**config.mk**
```make
export PLATFORM = sky130hd
export DESIGN_NAME = ddfs_phase_engine_flat
export DESIGN_NICKNAME = d
export VERILOG_FILES = /design/src/rtl/ddfs_pkg.sv /design/src/rtl/ddfs_phase_engine_if.sv /design/src/rtl/ddfs_octant_fold.sv /design/src/rtl/ddfs_phase_engine.sv /design/src/flat_wrapper.sv
export SDC_FILE = /design/constraint.sdc
export NUM_CORES = 1
export LEC_CHECK = 0
export BUFFER_PORTS_ARGS = -buffer_cell sky130_fd_sc_hd__buf_2
export CAP_MARGIN = 40
export CORE_UTILIZATION = 57
export CTS_CLUSTER_DIAMETER = 200
export DETAILED_ROUTE_END_ITERATION = 10
export GPL_TIMING_DRIVEN = 1
export PLACE_DENSITY = 0.89
export SETUP_SLACK_MARGIN = 0.5
export SYNTH_ARGS = -nofsm -noshare
export SYNTH_HDL_FRONTEND = slang
export SYNTH_SLANG_ARGS = --single-unit
```
**constraint.sdc**
```tcl
create_clock -name clk -period 15 [get_ports clk]
set_input_delay 2.25 -clock clk [delete_from_list [all_inputs] [get_ports clk]]
set_output_delay 2.25 -clock clk [all_outputs]
set_load 0.05 [all_outputs]
```
**src/rtl/ddfs_pkg.sv**
```systemverilog
// Shared constants and field-width helpers for the DDFS phase engine.
package ddfs_pkg;

    localparam int unsigned OCT_W = 3;

    localparam int unsigned LFSR_W = 16;
    localparam logic [LFSR_W-1:0] LFSR_SEED = 16'hACE1;
    // Right-shifting Fibonacci form of x^16+x^14+x^13+x^11+1: feedback from bits 0,2,3,5.
    localparam logic [LFSR_W-1:0] LFSR_TAPS = 16'h002D;

    function automatic int unsigned lut_width(int unsigned n, int unsigned l);
        return (l < n - OCT_W) ? l : n - OCT_W;
    endfunction

    function automatic int unsigned rot_width(int unsigned n, int unsigned l);
        return n - OCT_W - l;
    endfunction

    function automatic int unsigned dither_width(int unsigned acc_w, int unsigned n);
        return (acc_w - n > LFSR_W) ? LFSR_W : acc_w - n;
    endfunction

endpackage

```
**src/rtl/ddfs_phase_engine_if.sv**
```systemverilog
// Control, configuration and phase-field output bundle of the DDFS phase engine.
interface ddfs_phase_engine_if #(
    parameter int unsigned ACC_W = 32,
    parameter int unsigned N     = 18,
    parameter int unsigned L     = 6,
    parameter int unsigned CH_W  = 2
);
    import ddfs_pkg::*;

    logic                          en;
    logic                          sync_clr;
    logic                          cfg_we;
    logic [CH_W-1:0]               cfg_ch;
    logic [ACC_W-1:0]              cfg_fcw;
    logic [ACC_W-1:0]              cfg_poff;
    logic                          out_valid;
    logic [CH_W-1:0]               out_ch;
    logic [OCT_W-1:0]              phi_r;
    logic [lut_width(N, L)-1:0]    phi_lut;
    logic [rot_width(N, L)-1:0]    phi_rot;

    modport master (
        output en, sync_clr, cfg_we, cfg_ch, cfg_fcw, cfg_poff,
        input  out_valid, out_ch, phi_r, phi_lut, phi_rot
    );

    modport slave (
        input  en, sync_clr, cfg_we, cfg_ch, cfg_fcw, cfg_poff,
        output out_valid, out_ch, phi_r, phi_lut, phi_rot
    );

endinterface

```
**src/rtl/ddfs_octant_fold.sv**
```systemverilog
// Splits a truncated phase into octant, LUT address and rotation residual, folding odd octants.
module ddfs_octant_fold
    import ddfs_pkg::*;
#(
    parameter int unsigned N = 18,
    parameter int unsigned L = 6
) (
    input  logic [N-1:0]               phi,
    output logic [OCT_W-1:0]           r,
    output logic [lut_width(N, L)-1:0] lut,
    output logic [rot_width(N, L)-1:0] rot
);

    localparam int unsigned SW = N - OCT_W;
    localparam int unsigned RW = rot_width(N, L);

    logic [SW-1:0] s;

    // Odd octants mirror the quarter-wave, so the in-octant offset is complemented.
    assign s   = phi[SW-1:0] ^ {SW{phi[SW]}};
    assign r   = phi[N-1 -: OCT_W];
    assign lut = s[SW-1 -: L];
    assign rot = s[RW-1:0];

endmodule

```
**src/rtl/ddfs_phase_engine.sv**
```systemverilog
// Round-robin multi-channel phase accumulator with a two-stage octant-mapping pipeline.
// Optional LFSR phase dither is built when PT_DITHER_EN is defined.
module ddfs_phase_engine
    import ddfs_pkg::*;
#(
    parameter int unsigned ACC_W = 32,
    parameter int unsigned N     = 18,
    parameter int unsigned L     = 6,
    parameter int unsigned NCH   = 4
) (
    input logic            clk,
    input logic            rst,
    ddfs_phase_engine_if.slave bus
);

    localparam int unsigned CH_W = (NCH > 1) ? $clog2(NCH) : 1;
    localparam int unsigned RW   = rot_width(N, L);

    logic [ACC_W-1:0] acc_q  [NCH];
    logic [ACC_W-1:0] fcw_q  [NCH];
    logic [ACC_W-1:0] poff_q [NCH];
    logic [CH_W-1:0]  ptr_q, ptr_nxt;
    logic [ACC_W-1:0] acc_sel, fcw_sel, poff_sel, dither, sum;
    logic             issue;

    logic [N-1:0]     s1_phi_q;
    logic             s1_valid_q;
    logic [CH_W-1:0]  s1_ch_q;

    logic [OCT_W-1:0] fold_r, phi_r_q;
    logic [L-1:0]     fold_lut, phi_lut_q;
    logic [RW-1:0]    fold_rot, phi_rot_q;
    logic             out_valid_q;
    logic [CH_W-1:0]  out_ch_q;

    assign issue   = bus.en & ~bus.sync_clr;
    assign ptr_nxt = (ptr_q == CH_W'(NCH - 1)) ? '0 : ptr_q + CH_W'(1);

    always_comb begin
        acc_sel  = '0;
        fcw_sel  = '0;
        poff_sel = '0;
        for (int i = 0; i < NCH; i++) begin
            if (ptr_q == CH_W'(i)) begin
                acc_sel  = acc_q[i];
                fcw_sel  = fcw_q[i];
                poff_sel = poff_q[i];
            end
        end
    end

`ifdef PT_DITHER_EN
    localparam int unsigned DW = dither_width(ACC_W, N);

    logic [LFSR_W-1:0] lfsr_q;

    always_ff @(posedge clk or posedge rst) begin
        if (rst) begin
            lfsr_q <= LFSR_SEED;
        end else if (bus.sync_clr) begin
            lfsr_q <= LFSR_SEED;
        end else if (issue) begin
            lfsr_q <= {^(lfsr_q & LFSR_TAPS), lfsr_q[LFSR_W-1:1]};
        end
    end

    if (DW > 0) begin : g_dither
        assign dither = ACC_W'(lfsr_q[DW-1:0]);
    end else begin : g_no_dither
        assign dither = '0;
    end
`else
    assign dither = '0;
`endif

    assign sum = acc_sel + poff_sel + dither;

    // Config writes land even during sync_clr; an issue in the same cycle sees the old values.
    always_ff @(posedge clk or posedge rst) begin
        if (rst) begin
            for (int i = 0; i < NCH; i++) begin
                acc_q[i]  <= '0;
                fcw_q[i]  <= '0;
                poff_q[i] <= '0;
            end
            ptr_q <= '0;
        end else begin
            for (int i = 0; i < NCH; i++) begin
                if (bus.sync_clr) begin
                    acc_q[i] <= '0;
                end else if (issue && ptr_q == CH_W'(i)) begin
                    acc_q[i] <= acc_q[i] + fcw_q[i];
                end
                if (bus.cfg_we && bus.cfg_ch == CH_W'(i)) begin
                    fcw_q[i]  <= bus.cfg_fcw;
                    poff_q[i] <= bus.cfg_poff;
                end
            end
            if (bus.sync_clr) begin
                ptr_q <= '0;
            end else if (issue) begin
                ptr_q <= ptr_nxt;
            end
        end
    end

    // Only the truncated phase is kept; the low accumulator bits never reach the outputs.
    always_ff @(posedge clk or posedge rst) begin
        if (rst) begin
            s1_phi_q   <= '0;
            s1_valid_q <= 1'b0;
            s1_ch_q    <= '0;
        end else begin
            s1_valid_q <= issue;
            if (issue) begin
                s1_phi_q <= N'(sum >> (ACC_W - N));
                s1_ch_q  <= ptr_q;
            end
        end
    end

    ddfs_octant_fold #(
        .N (N),
        .L (L)
    ) u_fold (
        .phi (s1_phi_q),
        .r   (fold_r),
        .lut (fold_lut),
        .rot (fold_rot)
    );

    always_ff @(posedge clk or posedge rst) begin
        if (rst) begin
            out_valid_q <= 1'b0;
            out_ch_q    <= '0;
            phi_r_q     <= '0;
            phi_lut_q   <= '0;
            phi_rot_q   <= '0;
        end else begin
            out_valid_q <= s1_valid_q & ~bus.sync_clr;
            if (s1_valid_q && !bus.sync_clr) begin
                out_ch_q  <= s1_ch_q;
                phi_r_q   <= fold_r;
                phi_lut_q <= fold_lut;
                phi_rot_q <= fold_rot;
            end
        end
    end

    assign bus.out_valid = out_valid_q;
    assign bus.out_ch    = out_ch_q;
    assign bus.phi_r     = phi_r_q;
    assign bus.phi_lut   = phi_lut_q;
    assign bus.phi_rot   = phi_rot_q;

endmodule

```
**src/flat_wrapper.sv**
```systemverilog
// flat-port wrapper written by rule: the top's interface ports become plain ports
module ddfs_phase_engine_flat import ddfs_pkg::*;
#(
    parameter int unsigned ACC_W = 32,
    parameter int unsigned N     = 18,
    parameter int unsigned L     = 6,
    parameter int unsigned NCH   = 4
)
  (clk, rst, bus_en, bus_sync_clr, bus_cfg_we, bus_cfg_ch, bus_cfg_fcw, bus_cfg_poff, bus_out_valid, bus_out_ch, bus_phi_r, bus_phi_lut, bus_phi_rot);
  ddfs_phase_engine_if #(.ACC_W(ACC_W), .N(N), .L(L), .CH_W(2)) bus_i ();
  input logic clk;
  input logic rst;
  input wire logic [$bits(bus_i.en)-1:0] bus_en;
  input wire logic [$bits(bus_i.sync_clr)-1:0] bus_sync_clr;
  input wire logic [$bits(bus_i.cfg_we)-1:0] bus_cfg_we;
  input wire logic [$bits(bus_i.cfg_ch)-1:0] bus_cfg_ch;
  input wire logic [$bits(bus_i.cfg_fcw)-1:0] bus_cfg_fcw;
  input wire logic [$bits(bus_i.cfg_poff)-1:0] bus_cfg_poff;
  output wire logic [$bits(bus_i.out_valid)-1:0] bus_out_valid;
  output wire logic [$bits(bus_i.out_ch)-1:0] bus_out_ch;
  output wire logic [$bits(bus_i.phi_r)-1:0] bus_phi_r;
  output wire logic [$bits(bus_i.phi_lut)-1:0] bus_phi_lut;
  output wire logic [$bits(bus_i.phi_rot)-1:0] bus_phi_rot;
  assign bus_i.en = bus_en;
  assign bus_i.sync_clr = bus_sync_clr;
  assign bus_i.cfg_we = bus_cfg_we;
  assign bus_i.cfg_ch = bus_cfg_ch;
  assign bus_i.cfg_fcw = bus_cfg_fcw;
  assign bus_i.cfg_poff = bus_cfg_poff;
  assign bus_out_valid = bus_i.out_valid;
  assign bus_out_ch = bus_i.out_ch;
  assign bus_phi_r = bus_i.phi_r;
  assign bus_phi_lut = bus_i.phi_lut;
  assign bus_phi_rot = bus_i.phi_rot;
  ddfs_phase_engine #(.ACC_W(ACC_W), .N(N), .L(L), .NCH(NCH)) u_core (.clk(clk), .rst(rst), .bus(bus_i));
endmodule
```
== Word-level counts from Yosys, hierarchy flattened ==
Index checks and enable logic that the tools add are counted.
Storage, ports and cells
  register bits after elaboration: 428
  bits in latches: 0
  bits in writable memories: 0
  memory bits (read-only): 0
  bits of input ports: 71
  output and inout bits: 21
  logic and storage cells: 73
  memories: 0
Cells by class
  add/sub/neg operators: 6
  multipliers: 0
  div/mod/pow operators: 0
  $lt $le $gt $ge: 0
  equal/unequal tests: 6
  shift-type cells: 0
  muxes and demuxes: 19
  bitwise operators: 4
  reduce and logical (&&, ||, !) cells: 17
Operators by type and width (count)
  2-to-1 mux 32 bit: 16
  adder 32 bit: 5
  bitwise XOR 15 bit: 1
  nonzero test 2 bit: 5
  logical AND 1 bit: 9
  == test 2 bit (second input constant): 4
  2-to-1 mux 2 bit: 3
  == test 2 x 1 -> 1 bit (second input constant): 2
  logical NOT 2 bit: 2
  adder 2 x 1 -> 2 bit (second input constant): 1
  bitwise AND 1 bit: 2
  logical NOT 1 bit: 1
  NOT 1 bit: 1

== Logic depth before layout (Yosys ltp) ==
  word-level depth: 6
  mapped depth: 20
  mapped depth without buffers: 18

== Hierarchy ==
From an unflattened synthesis, not the netlist that was laid out.
Second synthesis, totals
  cells, all modules: 2581
  area, all modules: 25360.6 µm²
Modules (own cells, without submodules)
  ddfs_phase_engine: times used 1, cells each 2561, area each 25175.4 µm², sequential area each 10710.3 µm²
  ddfs_octant_fold: times used 1, cells each 20, area each 185.2 µm², sequential area each 0.0 µm²

== Worst setup path after synthesis ==
No wires, ideal clock.
  path type: input-to-reg
  start point: in bus_sync_clr
  end point: reg u_core.acc_q[100] in the netlist's numbering
  library setup time: 134 ps
  arrival: 3744 ps
  data required time: 14866 ps
  slack: 11122 ps
  stages: 9
  path buffers: 4
  path through: clkbuf_1 inv_2 nand2_1 inv_1 clkbuf_1 nand2_1 clkbuf_1 clkbuf_1 o21ai_0
On the way
  cells in the longest elaborated chain, start to end: 4
  elaborated cells on any way between the ends: 5
  those cells by class: mux: 1; bitwise: 2; reduce/logical: 2
RTL lines
  from (decl): RTL line flat_wrapper.sv:14  | input wire logic [$bits(bus_i.sync_clr)-1:0] bus_sync_clr;
  NOT 1 bit: RTL line ddfs_phase_engine.sv:36  | assign issue = bus.en & ~bus.sync_clr;
  bitwise AND 1 bit: RTL line ddfs_phase_engine.sv:36
  via u_core.issue: RTL line ddfs_phase_engine.sv:24  | logic issue;
  logical AND 1 bit: RTL line ddfs_phase_engine.sv:91  | end else if (issue && ptr_q == CH_W'(i)) begin
  nonzero test 2 bit (no source line)
  to (signal, indexed assignment): RTL line ddfs_phase_engine.sv:92  | acc_q[i] <= acc_q[i] + fcw_q[i];
  to (decl): RTL line ddfs_phase_engine.sv:19  | logic [ACC_W-1:0] acc_q [NCH];
The timed path passes the listed nets, and every way through them passes these cells.
A chain may end at the register's enable or synchronous reset.

== Worst setup path after layout ==
  start point: reg u_core.ptr_q[0]
  end point: reg u_core.s1_phi_q[12]
On the way
  cells in the longest elaborated chain, start to end: 6
  elaborated cells on any way between the ends: 13
  those cells by class: add/sub: 1; eq/ne: 3; mux: 8; reduce/logical: 1
RTL lines
  from (decl): RTL line ddfs_phase_engine.sv:22  | logic [CH_W-1:0] ptr_q, ptr_nxt;
  from (signal assigned): RTL line ddfs_phase_engine.sv:102  | ptr_q <= ptr_nxt;
  logical NOT 2 bit: RTL line ddfs_phase_engine.sv:44  | if (ptr_q == CH_W'(i)) begin
  2-to-1 mux 32 bit (4 in a row): RTL line ddfs_phase_engine.sv:44
  adder 32 bit *: RTL line ddfs_phase_engine.sv:76  | assign sum = acc_sel + poff_sel + dither;
  to (signal assigned): RTL line ddfs_phase_engine.sv:116  | s1_phi_q <= N'(sum >> (ACC_W - N));
  to (decl): RTL line ddfs_phase_engine.sv:26  | logic [N-1:0] s1_phi_q;
Mark *: on every way between the ends. The rest lies on a longest branch, timed or not.

==> flow_summary.yaml <==
run_status:
  status: "completed"
logic_synthesis:
  netlist_area_mm2: 0.0253
  synth_edf_count: 0
  synthArstFlopShare_pct: 100
  avgSynthCellArea_um2: 9.66
  synthDistinctLibCells: 86
  synth_fp_nets: 2855
  synthTopCellsByArea: "dfrtp_1 42%, mux2_2 12%, ha_1 7.8%"
  netlist.area_leader.share_pct: 42.3
  ys_seq_area_share_pct: 42.3
  synth-seq-cells: 428
  ys_warn_count: 0
  synth-main-ff-cell: "dfrtp_1"
  netlist_instances: 2622
  synth_area_leader_cell: "dfrtp_1"
  yosysMostFrequentCell: "dfrtp_1"
  yosys-top-cells-count: "428 x dfrtp_1, 264 x mux2_2, 252 x a21oi_1"
job:
  cap_violations: 0
worst_setup_path:
  r2r-start: "u_core.ptr_q[0]"
  crit_required_ns: 15.47
  cp_slowest_stage_delay_ns: 0.69
  endpoint_kind: "flop"
  startpoint: "u_core.ptr_q[0]"
  crit_family: "compound AO/OA/AOI/OAI gates"
  path_class: "flop to flop"
  critPathSlowestCell: "ha_2"
  crit_cells: 19
  cp.buffers_inverters: 2
  start_kind: "flop"
  crit_chain: "inv_1 > ha_2 > buf_4 > nand2_1 > nor2_1 > a21oi_1 > nor2_1 > a21oi_1 > o21ai_0 > ha_1 > a21o_1 > a21o_1 > a2111oi_0 > o211a_1 > a211oi_2 > a21oi_1 > o211ai_1 > xnor2_1 > o21ai_1"
  critPathMaxFanout: 33
  crit_path_frequent_cell: "a21oi_1"
  worstRegToRegCells: 19
  crit_arrival_ns: 5.88
power:
  switching_share_pct: 34.6
  power_density_mw_per_mm2: 138
  pwr-share-seq_pct: 39.0
  combPwrFrac_pct: 31.2
  p_clk_share_pct: 29.8
  ir_worst_vdd_mv: 0.121
  p_leak_nw: 12.9
  switching_power_mw: 1.34
  intPower_mw: 2.54
finish:
  fillers: 3225
  layout.cells.non_filler: 3282
  fin_nets: 2892
  synthToLayoutAreaGrowth_pct: 10.8
  drive_above_1_share_pct: 18.7
sta:
  setup_tns_ns: 0
  grt_setup_unrepaired: "false"
  finalCritPeriodShare_pct: 36.1
  period_minus_slack_ns: 5.42
  slew_violations: 0
  setup_ws_ns: 9.58
  final_hold_viol_count: 0
  setup_viol: 0
  fmax_ghz: 0.185
  hold_slack_ns: 0.477
  worst_slew_pin_slew_ns: 0.934
  clock_skew_ns: 0.0204
  max_slew_margin_pct: 37.8
clock_tree:
  cts.sink_count: 428
  worstSkewPairLatency_ns: 0.59
  root_buffer: "clkbuf_16"
  htree_levels: 2
  holdBufCountCts: 0
  clkTransAtPathRegs_ns: 0.06
  tritoncts: "built"
  cts_buffers: 46
  clockBufferDepth: 3
  post_cts_buffers: 0
  cts-resized-gates: 0
floorplan:
  start_util_pct: 58.3
  die_y_um: 213
  io_pins: 92
  num_rows: 76
  die-area_mm2: 0.0453
  fp.coreArea_mm2: 0.0435
  die_w_um: 213
routing:
  drt-total-wl_mm: 68.8
  viasPerCell: 6.36
  dr_total_vias: 20900
  firstDrtPassIters: 6
  wire_per_inst_um: 21.0
  drtIter0Drc: 2014
  drcViolationCount: 0
  ant_nets: 0
place:
  numPortBuffers: 91
  dp_cells: 3196
  gp_congestion: 0.961
  pre_cts_ws_ns: 9.85
  hpwl_mm: 47.8
global_route:
  antenna_found_initial: 9
  grt_pass1_vias: 20400
  grt_use_total_pct: 30.7
  grt_max_degree: 108
  overflow: 0
  grt_pass1_wl_mm: 109
hold_path:
  hold_depth: 2
  hp-start: "u_core.bus.phi_lut[0]"
  hp-class: "flop to flop"
worst min-delay path: cells and delay by family, from the launching register on:
family	cells	cell delay [ns]
DFF	1	0.33
AOI/OAI and AO/OA	1	0.06
and+or+nand+nor	1	0.05
power by group through the flow:
stage / Combinational [mW] / Sequential [mW] / Clock (mW)
global route: 1.32 / 1.54 / 1.21
global placement: 1.11 / 1.51 / 0
floorplan: 0.826 / 1.56 / 0
detailed placement: 1.18 / 1.53 / 0
finish: 1.21 / 1.52 / 1.16
CTS: 1.20 / 1.51 / 1.17
sequential cells by signal, indices dropped and copies added (netlist names):
name / cells
u_core.acc_q: 128
u_core.fcw_q: 128
u_core.poff_q: 128
u_core.s1_phi_q: 18
u_core.bus.phi_rot: 9
u_core.bus.phi_lut: 6
u_core.bus.phi_r: 3
u_core.bus.out_ch: 2
u_core.ptr_q: 2
u_core.s1_ch_q: 2
u_core.bus.out_valid: 1
u_core.s1_valid_q: 1
kinds of logic (layout without fill, tap and decap cells):
family                   count (synthesis)  count (layout)  share of synthesized area, %
adder cells (fa/ha/maj)                162             162                          8.12
XOR/XNOR                               136             136                          4.70
multiplexers                           271             271                          12.0
flip-flops                             428             428                          42.3
AND/OR/NAND/NOR                        722             722                          13.0
other                                    0               7                             0
AO/OA/AOI/OAI                          728             728                          17.3
buffers and inverters                  175             243                          2.60
area by class of cell:
type | count | area, um2 | area share, %
Timing Repair Buffer | 117 | 868 | 3.09
Antenna cell | 7 | 17.5 | 0.0624
Clock buffer | 71 | 1440 | 5.12
Inverter | 47 | 186 | 0.664
Sequential cell | 428 | 10700 | 38.1
Tap cell | 585 | 732 | 2.61
Clock inverter | 8 | 95.1 | 0.339
Multi-Input combinational cell | 2019 | 14000 | 50.0
layout by cell type (no fill, tap or decap), types with 15 or more instances in the layout:
cell type	count
mux2_2	264
a21oi_1	252
a31oi_1	15
nor3_1	20
a21o_1	60
nand2_1	246
o211ai_1	21
and3_1	24
clkbuf_16	49
dfrtp_1	428
inv_1	45
o21bai_1	23
ha_1	154
xnor2_1	81
buf_2	91
nand3_1	151
xor2_1	55
o21ai_0	246
a211oi_1	18
nor2_1	191
final timing paths:
kind | to | slack (ns)
setup / recovery | u_core.s1_phi_q[12] | 9.58
hold / removal | u_core.bus.phi_lut[0] | 0.48
setup reg to reg | u_core.s1_phi_q[12] | 9.58
hold reg to reg | u_core.bus.phi_lut[0] | 0.48
max in group asynchronous | u_core.poff_q[98] | 10.96
min in group asynchronous | u_core.fcw_q[118] | 1.62
metrics by stage:
step           cell area, um2  total power [mW]  util [%]
2_1_floorplan           25300              2.39         -
3_3_place_gp            26200              2.62      60.3
3_5_place_dp            26500              2.71      61.0
4_1_cts                 28100              3.87      64.6
5_1_grt                 28100              4.07      64.6
6_report                28100              3.88      64.6
per-layer routing:
| layer | track usage, % | vias up | share of wire [%] |
|---|---|---|---|
| met5 | 0 | - | 0.084 |
| met4 | 14.7 | 8 | 4.8 |
| met3 | 6.19 | 229 | 7.2 |
| met2 | 50.2 | 867 | 48 |
| met1 | 39.0 | 10200 | 40 |
| li1 | - | 9522 | - |
No activity file was read; power rests on OpenSTA's default activity.
